**config.mk**
```make
export PLATFORM = sky130hd
export DESIGN_NAME = mdio_responder
export DESIGN_NICKNAME = d
export VERILOG_FILES = /design/src/rtl/mdio_responder.sv
export SDC_FILE = /design/constraint.sdc
export NUM_CORES = 1
export LEC_CHECK = 0
export CAP_MARGIN = 20
export CORE_UTILIZATION = 50
export DETAILED_ROUTE_END_ITERATION = 6
export PLACE_DENSITY = 0.83
export SYNTH_ARGS = -nofsm -noshare
export SYNTH_HDL_FRONTEND = slang
export SYNTH_SLANG_ARGS = --single-unit
```
**constraint.sdc**
```tcl
create_clock -name clk -period 5.4 [get_ports clk]
set_clock_uncertainty 0.2 [all_clocks]
set_input_delay 1.08 -clock clk [delete_from_list [all_inputs] [get_ports clk]]
set_output_delay 1.08 -clock clk [all_outputs]
set_load 0.005 [all_outputs]
```
**src/rtl/mdio_responder.sv**
```systemverilog
// MDIO (clause 22) PHY-side responder: oversamples MDC/MDIO on clk, decodes
// read/write frames addressed to PHY_ADDR and drives read data back.
module mdio_responder #(
  parameter logic [4:0] PHY_ADDR = 5'd1,
  parameter int         PRE_LEN  = 32
) (
  input  logic        clk,
  input  logic        rst_n,
  input  logic        mdc,
  input  logic        mdio_i,
  output logic        mdio_o,
  output logic        mdio_oe,
  output logic [4:0]  reg_addr,
  output logic        reg_rd_req,
  input  logic [15:0] reg_rd_data,
  output logic        reg_wr_en,
  output logic [15:0] reg_wr_data,
  output logic        frame_err
);
  localparam int PW = $clog2(PRE_LEN + 1);

  typedef enum logic [2:0] {
    S_IDLE, S_ST, S_OP, S_PHYAD, S_REGAD, S_TA, S_RDATA, S_WDATA
  } state_t;

  logic          mdc_s1_q, mdc_s2_q, mdc_s3_q;
  logic          mdio_s1_q, mdio_s2_q;
  state_t        state_q, state_d;
  logic [3:0]    bit_cnt_q, bit_cnt_d;
  logic [PW-1:0] pre_cnt_q, pre_cnt_d;
  logic          is_rd_q, is_rd_d;
  logic          drain_q, drain_d;
  logic [3:0]    fld_q, fld_d;
  logic [4:0]    reg_addr_q, reg_addr_d;
  logic [15:0]   data_sh_q, data_sh_d;
  logic [15:0]   reg_wr_data_q, reg_wr_data_d;
  logic          mdio_o_q, mdio_o_d;
  logic          mdio_oe_q, mdio_oe_d;
  logic          rd_req_q, rd_req_d;
  logic          wr_en_q, wr_en_d;
  logic          frame_err_q, frame_err_d;
  logic          mdc_rise, b;

  // Both inputs see the same two-flop latency so data stays aligned to its edge.
  always_ff @(posedge clk or negedge rst_n) begin
    if (!rst_n) begin
      mdc_s1_q  <= 1'b0;
      mdc_s2_q  <= 1'b0;
      mdc_s3_q  <= 1'b0;
      mdio_s1_q <= 1'b0;
      mdio_s2_q <= 1'b0;
    end else begin
      mdc_s1_q  <= mdc;
      mdc_s2_q  <= mdc_s1_q;
      mdc_s3_q  <= mdc_s2_q;
      mdio_s1_q <= mdio_i;
      mdio_s2_q <= mdio_s1_q;
    end
  end

  assign mdc_rise = mdc_s2_q & ~mdc_s3_q;
  assign b        = mdio_s2_q;

  always_comb begin
    state_d       = state_q;
    bit_cnt_d     = bit_cnt_q;
    pre_cnt_d     = pre_cnt_q;
    is_rd_d       = is_rd_q;
    drain_d       = drain_q;
    fld_d         = fld_q;
    reg_addr_d    = reg_addr_q;
    data_sh_d     = data_sh_q;
    reg_wr_data_d = reg_wr_data_q;
    mdio_o_d      = mdio_o_q;
    mdio_oe_d     = mdio_oe_q;
    rd_req_d      = 1'b0;
    wr_en_d       = 1'b0;
    frame_err_d   = 1'b0;
    if (mdc_rise) begin
      bit_cnt_d = bit_cnt_q + 4'd1;
      unique case (state_q)
        S_IDLE: begin
          bit_cnt_d = 4'd0;
          if (b) begin
            if (pre_cnt_q != PW'(PRE_LEN)) pre_cnt_d = pre_cnt_q + 1'b1;
          end else begin
            pre_cnt_d = '0;
            if (pre_cnt_q == PW'(PRE_LEN)) state_d = S_ST;
          end
        end
        S_ST: begin
          bit_cnt_d = 4'd0;
          if (b) state_d = S_OP;
          else begin
            frame_err_d = 1'b1;
            state_d     = S_IDLE;
          end
        end
        S_OP: begin
          fld_d = {fld_q[2:0], b};
          if (bit_cnt_q == 4'd1) begin
            bit_cnt_d = 4'd0;
            unique case ({fld_q[0], b})
              2'b10: begin is_rd_d = 1'b1; state_d = S_PHYAD; end
              2'b01: begin is_rd_d = 1'b0; state_d = S_PHYAD; end
              default: begin frame_err_d = 1'b1; state_d = S_IDLE; end
            endcase
          end
        end
        S_PHYAD: begin
          fld_d = {fld_q[2:0], b};
          if (bit_cnt_q == 4'd4) begin
            bit_cnt_d = 4'd0;
            // Another PHY's frame: drop out quietly, it is not an error.
            state_d   = ({fld_q, b} == PHY_ADDR) ? S_REGAD : S_IDLE;
          end
        end
        S_REGAD: begin
          reg_addr_d = {reg_addr_q[3:0], b};
          if (bit_cnt_q == 4'd4) begin
            bit_cnt_d = 4'd0;
            rd_req_d  = is_rd_q;
            state_d   = S_TA;
          end
        end
        S_TA: begin
          fld_d = {fld_q[2:0], b};
          if (bit_cnt_q == 4'd1) begin
            bit_cnt_d = 4'd0;
            if (is_rd_q) begin
              mdio_oe_d = 1'b1;
              mdio_o_d  = 1'b0;
              data_sh_d = reg_rd_data;
              state_d   = S_RDATA;
            end else if ({fld_q[0], b} == 2'b10) begin
              state_d = S_WDATA;
            end else begin
              frame_err_d = 1'b1;
              state_d     = S_IDLE;
            end
          end
        end
        S_RDATA: begin
          // One extra rise after bit 0 keeps the last bit on the pad a full period.
          if (drain_q) begin
            drain_d   = 1'b0;
            mdio_oe_d = 1'b0;
            mdio_o_d  = 1'b0;
            state_d   = S_IDLE;
          end else begin
            mdio_o_d  = data_sh_q[15];
            data_sh_d = {data_sh_q[14:0], 1'b0};
            if (bit_cnt_q == 4'd15) drain_d = 1'b1;
          end
        end
        S_WDATA: begin
          data_sh_d = {data_sh_q[14:0], b};
          if (bit_cnt_q == 4'd15) begin
            reg_wr_data_d = {data_sh_q[14:0], b};
            wr_en_d       = 1'b1;
            state_d       = S_IDLE;
          end
        end
        default: state_d = S_IDLE;
      endcase
    end
  end

  always_ff @(posedge clk or negedge rst_n) begin
    if (!rst_n) begin
      state_q       <= S_IDLE;
      bit_cnt_q     <= '0;
      pre_cnt_q     <= '0;
      is_rd_q       <= 1'b0;
      drain_q       <= 1'b0;
      fld_q         <= '0;
      reg_addr_q    <= '0;
      data_sh_q     <= '0;
      reg_wr_data_q <= '0;
      mdio_o_q      <= 1'b0;
      mdio_oe_q     <= 1'b0;
      rd_req_q      <= 1'b0;
      wr_en_q       <= 1'b0;
      frame_err_q   <= 1'b0;
    end else begin
      state_q       <= state_d;
      bit_cnt_q     <= bit_cnt_d;
      pre_cnt_q     <= pre_cnt_d;
      is_rd_q       <= is_rd_d;
      drain_q       <= drain_d;
      fld_q         <= fld_d;
      reg_addr_q    <= reg_addr_d;
      data_sh_q     <= data_sh_d;
      reg_wr_data_q <= reg_wr_data_d;
      mdio_o_q      <= mdio_o_d;
      mdio_oe_q     <= mdio_oe_d;
      rd_req_q      <= rd_req_d;
      wr_en_q       <= wr_en_d;
      frame_err_q   <= frame_err_d;
    end
  end

  assign mdio_o      = mdio_o_q;
  assign mdio_oe     = mdio_oe_q;
  assign reg_addr    = reg_addr_q;
  assign reg_rd_req  = rd_req_q;
  assign reg_wr_en   = wr_en_q;
  assign reg_wr_data = reg_wr_data_q;
  assign frame_err   = frame_err_q;
endmodule

```
==> metrics.txt, run 1 <==
# TYPE chip_impl_metric gauge
chip_impl_metric{name="drt_first_iter_violations",unit=""} 152
chip_impl_metric{name="globalRoute.totalOverflow",unit=""} 0
chip_impl_metric{name="tritoncts.num_buffers",unit=""} 9
chip_impl_metric{name="setup-tns-final",unit="ns"} 0
chip_impl_info{name="setup.worst_path.class",value="flop to flop"} 1
chip_impl_metric{name="place.detailed.hpwl",unit="mm"} 4.13
chip_impl_metric{name="placementRows",unit=""} 28
chip_impl_info{name="status",value="finished, final reports clean"} 1
chip_impl_metric{name="width_of_the_die",unit="microns"} 80.7
chip_impl_metric{name="path_clk_slew",unit="ns"} 0.07
chip_impl_metric{name="area_growth_syn_to_layout",unit="%"} 23.3
chip_impl_metric{name="postPlaceCellArea",unit="sq um"} 3570
chip_impl_metric{name="first_global_vias",unit=""} 2237
chip_impl_metric{name="antennaDiodeCount",unit=""} 0
chip_impl_metric{name="met1_length",unit="mm"} 2.63
chip_impl_metric{name="grt_pass1_wl",unit="mm"} 10.0
chip_impl_metric{name="remaining_drc_errors",unit=""} 0
chip_impl_info{name="r2r_endpoint",value="state_q[1]"} 1
chip_impl_metric{name="final_non_filler_cell_area",unit="sq um"} 3810
chip_impl_metric{name="pwr_density_cell",unit="nW/um^2"} 274
chip_impl_metric{name="static-leakage-power",unit="nW"} 1.78
chip_impl_info{name="setup.worst_path.end_class",value="flop"} 1
chip_impl_info{name="synthFlopType",value="dfrtp_1"} 1
chip_impl_info{name="worst_setup_path_startpoint",value="state_q[2]"} 1
chip_impl_metric{name="die_h",unit="microns"} 80.7
chip_impl_metric{name="drtAntennaViolNets",unit=""} 0
chip_impl_metric{name="cp_data_required_time",unit="ns"} 5.43
chip_impl_metric{name="finalHoldWorstSlack",unit="ns"} 0.147
chip_impl_info{name="highest_layer",value="met4"} 1
chip_impl_metric{name="floorplan.core_area",unit="sq um"} 5960
chip_impl_info{name="critical_path.cell_chain",value="nand2_1, a21oi_1, a221o_1, a221oi_4, mux2_4"} 1
chip_impl_info{name="r2r_start",value="state_q[2]"} 1
chip_impl_metric{name="transition_time_at_the_pin_with_the_least_slew_margin",unit="ns"} 1.00
chip_impl_metric{name="post_cts_setup_buffer_count",unit=""} 0
chip_impl_metric{name="fp.dieArea",unit="sq um"} 6510
chip_impl_metric{name="syn_inst",unit=""} 285
chip_impl_metric{name="cts_hold_buf",unit=""} 0
chip_impl_metric{name="wl_per_cell",unit="microns"} 14.9
chip_impl_metric{name="cts_repair_resize_count",unit=""} 0
chip_impl_metric{name="cts-root-to-sink-buffers",unit=""} 2
chip_impl_metric{name="vdd_drop_max",unit="mV"} 0.236
chip_impl_metric{name="slew-limit-headroom",unit=""} 0.329
chip_impl_metric{name="timing.final.setup_violations",unit=""} 0
chip_impl_metric{name="seq_area_frac_synth",unit=""} 0.534
chip_impl_info{name="clock_tree.root_cell",value="clkbuf_8"} 1
chip_impl_metric{name="postSynth.asyncResetShare",unit=""} 1.00
chip_impl_metric{name="timing.final.crit_share",unit=""} 0.504
chip_impl_metric{name="synth_enable_flop_cells",unit=""} 0
chip_impl_metric{name="synth_cell_type_count",unit=""} 39
chip_impl_info{name="rsz0062_at_grt",value="false"} 1
chip_impl_metric{name="syn_area",unit="sq um"} 3090
chip_impl_metric{name="post_synth.cell_area_avg",unit="sq um"} 10.9
chip_impl_metric{name="ff2ff_setup_slack",unit="ns"} 2.68
chip_impl_metric{name="max_cap_violations",unit=""} 0
chip_impl_metric{name="detailroute.wirelength.met3",unit="microns"} 274
chip_impl_info{name="cts_tree",value="done"} 1
chip_impl_metric{name="critical_path_peak_fanout",unit=""} 21
chip_impl_metric{name="final_net_count",unit=""} 356
chip_impl_metric{name="slowest_delay",unit="ns"} 0.79
chip_impl_metric{name="drt_pre_antenna_iters",unit=""} 4
chip_impl_metric{name="grt_antenna_before_repair",unit=""} 0
chip_impl_metric{name="detailroute.via_count",unit=""} 2316
chip_impl_metric{name="port_buffers",unit=""} 45
chip_impl_metric{name="critical_path_arrival",unit="ns"} 2.75
chip_impl_metric{name="synth.ff_latch_count",unit=""} 66
chip_impl_metric{name="final.min_clock_period",unit="ns"} 2.72
chip_impl_metric{name="hold_violations",unit=""} 0
chip_impl_metric{name="io_pins",unit=""} 46
chip_impl_metric{name="clkSinkCount",unit=""} 66
chip_impl_metric{name="postRouteWirelength",unit="mm"} 6.11
chip_impl_metric{name="gp_congestion",unit=""} 0.909
chip_impl_info{name="crit_path_end",value="state_q[1]"} 1
chip_impl_metric{name="cts-htree-levels",unit=""} 3
chip_impl_info{name="critical_path.startpoint_type",value="flop"} 1
chip_impl_metric{name="synth.net_count",unit=""} 312
chip_impl_metric{name="grt_start_max_net_pins",unit=""} 67
chip_impl_metric{name="drive_above_1_share",unit=""} 0.150
chip_impl_info{name="holdCritPathClass",value="flop to flop"} 1
chip_impl_metric{name="routed-wl-met2",unit="mm"} 3.07
chip_impl_metric{name="floorplan.initialDensity",unit=""} 0.520
chip_impl_info{name="slowest_stage",value="nand2_1"} 1
chip_impl_metric{name="finished_core_util",unit=""} 0.641
chip_impl_metric{name="vias_per_cell",unit=""} 5.66
chip_impl_metric{name="clock_latency",unit="ns"} 0.34
chip_impl_metric{name="reg2reg_depth",unit=""} 5
chip_impl_metric{name="slew_violations",unit=""} 0
chip_impl_metric{name="synth.yosys.warnings",unit=""} 0
chip_impl_metric{name="track_usage",unit=""} 0.208
chip_impl_metric{name="fmax",unit="MHz"} 368
## power by group
| group | total (mW) | internal (mW) | leakage (nW) | switching [mW] |
|---|---|---|---|---|
| clock | 0.464 | 0.273 | 0.109 | 0.191 |
| combinational | 0.0556 | 0.0266 | 0.855 | 0.0290 |
| sequential | 0.524 | 0.506 | 0.818 | 0.0181 |
| total | 1.04 | 0.806 | 1.78 | 0.238 |
## synth_stat cells (all sizes together) (3+ instances only)
cell type  number  area (sq um)
a21o            3          22.5
a21oi          12          60.1
buf             9          51.3
clkbuf          6          23.8
dfrtp          66          1650
ha              7          87.6
inv            10          37.5
mux2           25           285
mux2i          18           180
nand2          37           139
nand3           8          40.0
nor2           11          41.3
nor2b           3          18.8
nor3           10          55.1
nor4            4          25.0
o21ai          30           150
o22ai           3          18.8
## flip-flops by register name (all words and copies together), names as in the netlist, 3 cells and up
register,count
bit_cnt_q,4
data_sh_q,16
fld_q,4
pre_cnt_q,6
reg_addr,5
reg_wr_data,16
state_q,3
## logic make-up after synthesis
| family | Yosys count | synth area share |
|---|---|---|
| AND/OR/NAND/NOR | 85 | 0.133 |
| flip-flops | 66 | 0.534 |
| buffers and inverters | 26 | 0.0376 |
| adder cells (fa/ha/maj) | 7 | 0.0283 |
| multiplexers | 43 | 0.150 |
| AO/OA/AOI/OAI | 58 | 0.117 |
## critical path, delay by kind of cell, from the launching register on
| family | cells | cell delay, ns |
|---|---|---|
| AO/OA/AOI/OAI | 3 | 0.80 |
| flip-flops | 1 | 0.50 |
| multiplexers | 1 | 0.33 |
| AND/OR/NAND/NOR | 1 | 0.79 |
## layer usage
metal,track usage,vias up
met5,0,-
met2,0.331,56
met4,0.120,0
met3,0.0489,15
met1,0.256,1150
li1,-,1095
## worst min-delay path by stage
stage	to	slack (ns)	from	cells past startpoint
after floorplan	b	0.13	mdio_s1_q	0
after global placement	mdc_s2_q	0.14	mdc_s1_q	0
after detailed placement	mdc_s2_q	0.13	mdc_s1_q	0
after CTS	mdc_s2_q	0.15	mdc_s1_q	0
after global routing	mdc_s2_q	0.17	mdc_s1_q	0
final	mdc_s2_q	0.15	mdc_s1_q	0
## layout by cell type (no fill, tap or decap), types with 3 or more instances in the layout
| cell type | netlist | routed |
|---|---|---|
| o21ai_0 | 30 | 30 |
| clkdlybuf4s50_1 | 0 | 44 |
| a21o_1 | 3 | 3 |
| inv_1 | 10 | 10 |
| nor2b_1 | 3 | 3 |
| nor4_1 | 4 | 4 |
| nand3_1 | 8 | 8 |
| mux2_2 | 24 | 24 |
| clkbuf_8 | 0 | 10 |
| nor3_1 | 9 | 9 |
| a21oi_1 | 12 | 12 |
| mux2i_1 | 18 | 18 |
| o22ai_1 | 3 | 3 |
| ha_1 | 7 | 7 |
| nor2_1 | 11 | 11 |
| dfrtp_1 | 66 | 66 |
| nand2_1 | 37 | 37 |
## stage by stage
step | power [mW] | std cells | worst slack (ns)
2_1_floorplan | 0.557 | 285 | 3.21
3_3_place_gp | 0.587 | 392 | 2.57
3_5_place_dp | 0.590 | 392 | 2.42
4_1_cts | 1.06 | 408 | 2.40
5_1_grt | 1.09 | 409 | 2.54
6_report | 1.04 | 409 | 2.68
## area by class of cell
| type | instances | area [sq um] |
|---|---|---|
| clock buffer | 10 | 138 |
| clock inverter | 6 | 88.8 |
| fill | 474 | 2140 |
| inverter | 11 | 41.3 |
| multi-input combinational | 193 | 1330 |
| sequential | 66 | 1650 |
| tap | 75 | 93.8 |
| timing repair buffer | 48 | 475 |
Power figures use the tool's default switching activity.
==> run 2, diff against run 1 <==
Clock period 5.4 ns to 2.6 ns, I/O delays scaled along.
==> run 2 against run 1 <==
Total power up 120%. Die area unchanged. Core utilization up 1.3 points. Largest cell class unchanged. Largest power group unchanged.
==> metrics.txt, run 2 (same netlist as run 1, synthesis figures left out) <==
# TYPE chip_impl_metric gauge
chip_impl_metric{name="width_of_the_die",unit="microns"} 80.7
chip_impl_metric{name="wl_per_cell",unit="microns"} 15.4
chip_impl_metric{name="drtAntennaViolNets",unit=""} 0
chip_impl_metric{name="finalHoldWorstSlack",unit="ns"} 0.154
chip_impl_metric{name="remaining_drc_errors",unit=""} 0
chip_impl_metric{name="placementRows",unit=""} 28
chip_impl_metric{name="vias_per_cell",unit=""} 5.51
chip_impl_metric{name="cp_data_required_time",unit="ns"} 2.64
chip_impl_metric{name="cts_hold_buf",unit=""} 1
chip_impl_info{name="setup.worst_path.end_class",value="flop"} 1
chip_impl_info{name="cts_tree",value="done"} 1
chip_impl_info{name="worst_hold_path.endpoint",value="mdc_s2_q"} 1
chip_impl_metric{name="post_cts_setup_buffer_count",unit=""} 0
chip_impl_metric{name="timing.final.setup_violations",unit=""} 0
chip_impl_metric{name="cts_repair_resize_count",unit=""} 0
chip_impl_metric{name="slew_violations",unit=""} 0
chip_impl_metric{name="drt_first_iter_violations",unit=""} 143
chip_impl_metric{name="timing.final.crit_share",unit=""} 0.886
chip_impl_metric{name="track_usage",unit=""} 0.218
chip_impl_metric{name="final_net_count",unit=""} 363
chip_impl_metric{name="first_global_vias",unit=""} 2278
chip_impl_metric{name="port_buffers",unit=""} 45
chip_impl_metric{name="regArea",unit="sq um"} 1650
chip_impl_metric{name="tritoncts.num_buffers",unit=""} 9
chip_impl_metric{name="globalRoute.totalOverflow",unit=""} 0
chip_impl_metric{name="critical_path_arrival",unit="ns"} 2.35
chip_impl_metric{name="reg2reg_depth",unit=""} 6
chip_impl_metric{name="vdd_drop_max",unit="mV"} 0.344
chip_impl_metric{name="hold_violations",unit=""} 0
chip_impl_info{name="r2r_endpoint",value="state_q[1]"} 1
chip_impl_metric{name="clock_latency",unit="ns"} 0.35
chip_impl_metric{name="finished_core_util",unit=""} 0.653
chip_impl_metric{name="grt_pass1_wl",unit="mm"} 10.5
chip_impl_metric{name="die_h",unit="microns"} 80.7
chip_impl_metric{name="pwr_density_cell",unit="nW/um^2"} 585
chip_impl_metric{name="max_cap_violations",unit=""} 0
chip_impl_metric{name="drive_above_1_share",unit=""} 0.161
chip_impl_metric{name="detailroute.via_count",unit=""} 2293
chip_impl_metric{name="fmax",unit="MHz"} 434
chip_impl_metric{name="postRouteWirelength",unit="mm"} 6.41
chip_impl_info{name="top_library_cells_by_usage_in_the_layout_fill_and_taps_aside",value="dfrtp_1 (66), clkdlybuf4s50_1 (44), nand2_1 (37), o21ai_0 (30), mux2_2 (24)"} 1
chip_impl_info{name="clock_tree.root_cell",value="clkbuf_8"} 1
chip_impl_info{name="status",value="finished, final reports clean"} 1
chip_impl_metric{name="final.min_clock_period",unit="ns"} 2.30
chip_impl_metric{name="slew-limit-headroom",unit=""} 0.654
chip_impl_info{name="worst_setup_path_startpoint",value="bit_cnt_q[1]"} 1
chip_impl_info{name="mostFrequentLayoutCell",value="dfrtp_1"} 1
chip_impl_metric{name="multiInputGateArea",unit="sq um"} 1330
chip_impl_metric{name="drt_pre_antenna_iters",unit=""} 4
chip_impl_metric{name="gp_congestion",unit=""} 0.900
chip_impl_metric{name="final_non_filler_cell_area",unit="sq um"} 3890
chip_impl_info{name="r2r_start",value="bit_cnt_q[1]"} 1
chip_impl_metric{name="floorplan.initialDensity",unit=""} 0.520
chip_impl_metric{name="critical_path_peak_fanout",unit=""} 3
chip_impl_metric{name="antennaDiodeCount",unit=""} 0
chip_impl_info{name="critical_path.startpoint_type",value="flop"} 1
chip_impl_metric{name="transition_time_at_the_pin_with_the_least_slew_margin",unit="ns"} 0.514
chip_impl_metric{name="static-leakage-power",unit="nW"} 1.82
chip_impl_info{name="setup.worst_path.class",value="flop to flop"} 1
chip_impl_metric{name="io_pins",unit=""} 46
chip_impl_metric{name="area_growth_syn_to_layout",unit="%"} 25.7
chip_impl_metric{name="place.detailed.hpwl",unit="mm"} 4.26
chip_impl_metric{name="hold_depth",unit=""} 0
chip_impl_metric{name="floorplan.core_area",unit="sq um"} 5960
chip_impl_metric{name="setup-tns-final",unit="ns"} 0
chip_impl_metric{name="cts-htree-levels",unit=""} 3
chip_impl_metric{name="clkSinkCount",unit=""} 66
chip_impl_metric{name="grt_start_max_net_pins",unit=""} 67
chip_impl_metric{name="grt_antenna_before_repair",unit=""} 0
chip_impl_info{name="worst_hold_startpoint",value="mdc_s1_q"} 1
chip_impl_metric{name="cts-root-to-sink-buffers",unit=""} 2
chip_impl_metric{name="ff2ff_setup_slack",unit="ns"} 0.30
chip_impl_metric{name="fp.dieArea",unit="sq um"} 6510
chip_impl_info{name="holdCritPathClass",value="flop to flop"} 1
chip_impl_metric{name="final.fill_count",unit=""} 467
chip_impl_info{name="rsz0062_at_grt",value="false"} 1
chip_impl_metric{name="post-layout-total-power",unit="mW"} 2.28
chip_impl_metric{name="path_clk_slew",unit="ns"} 0.08
chip_impl_metric{name="postPlaceCellArea",unit="sq um"} 3640
-- run 2: worst max-delay path by stage --
stage | endpoint
floorplan | state_q[1]
global placement | state_q[1]
detailed placement | state_q[1]
CTS | state_q[1]
global route | data_sh_q[8]
finish | state_q[1]
-- run 2: through the flow --
stage                     std cells  setup slack [ns]
final                           416             0.296
after global routing            416             0.173
after CTS                       416             0.310
after detailed placement        399             0.306
after global placement          399             0.370
after floorplan                 285             0.408
-- run 2: per-layer routing --
metal,track usage,wire length (microns)
met5,0,0
met3,0.0557,242
met1,0.277,2810
met4,0.0911,154
met2,0.352,3200
-- run 2: cell type report --
cell class	count	share of cell area
sequential	66	0.425
multi-input combinational	193	0.341
timing repair buffer	55	0.138
clock buffer	10	0.0328
clock inverter	6	0.0293
tap	75	0.0241
inverter	11	0.0106
-- run 2: critical path, cell delays in order, from the launching register on --
cell      delay, ns
dfrtp_1        0.41
inv_1          0.12
ha_1           0.18
or4b_4         0.48
o21a_4         0.14
a221oi_4       0.35
mux2_4         0.33
-- run 2: power breakdown --
group	leakage [nW]	internal, mW	total [mW]	switching (mW)
clock network	0.113	0.641	1.06	0.422
logic	0.890	0.0612	0.125	0.0635
registers	0.818	1.05	1.09	0.0373
total	1.82	1.75	2.28	0.522
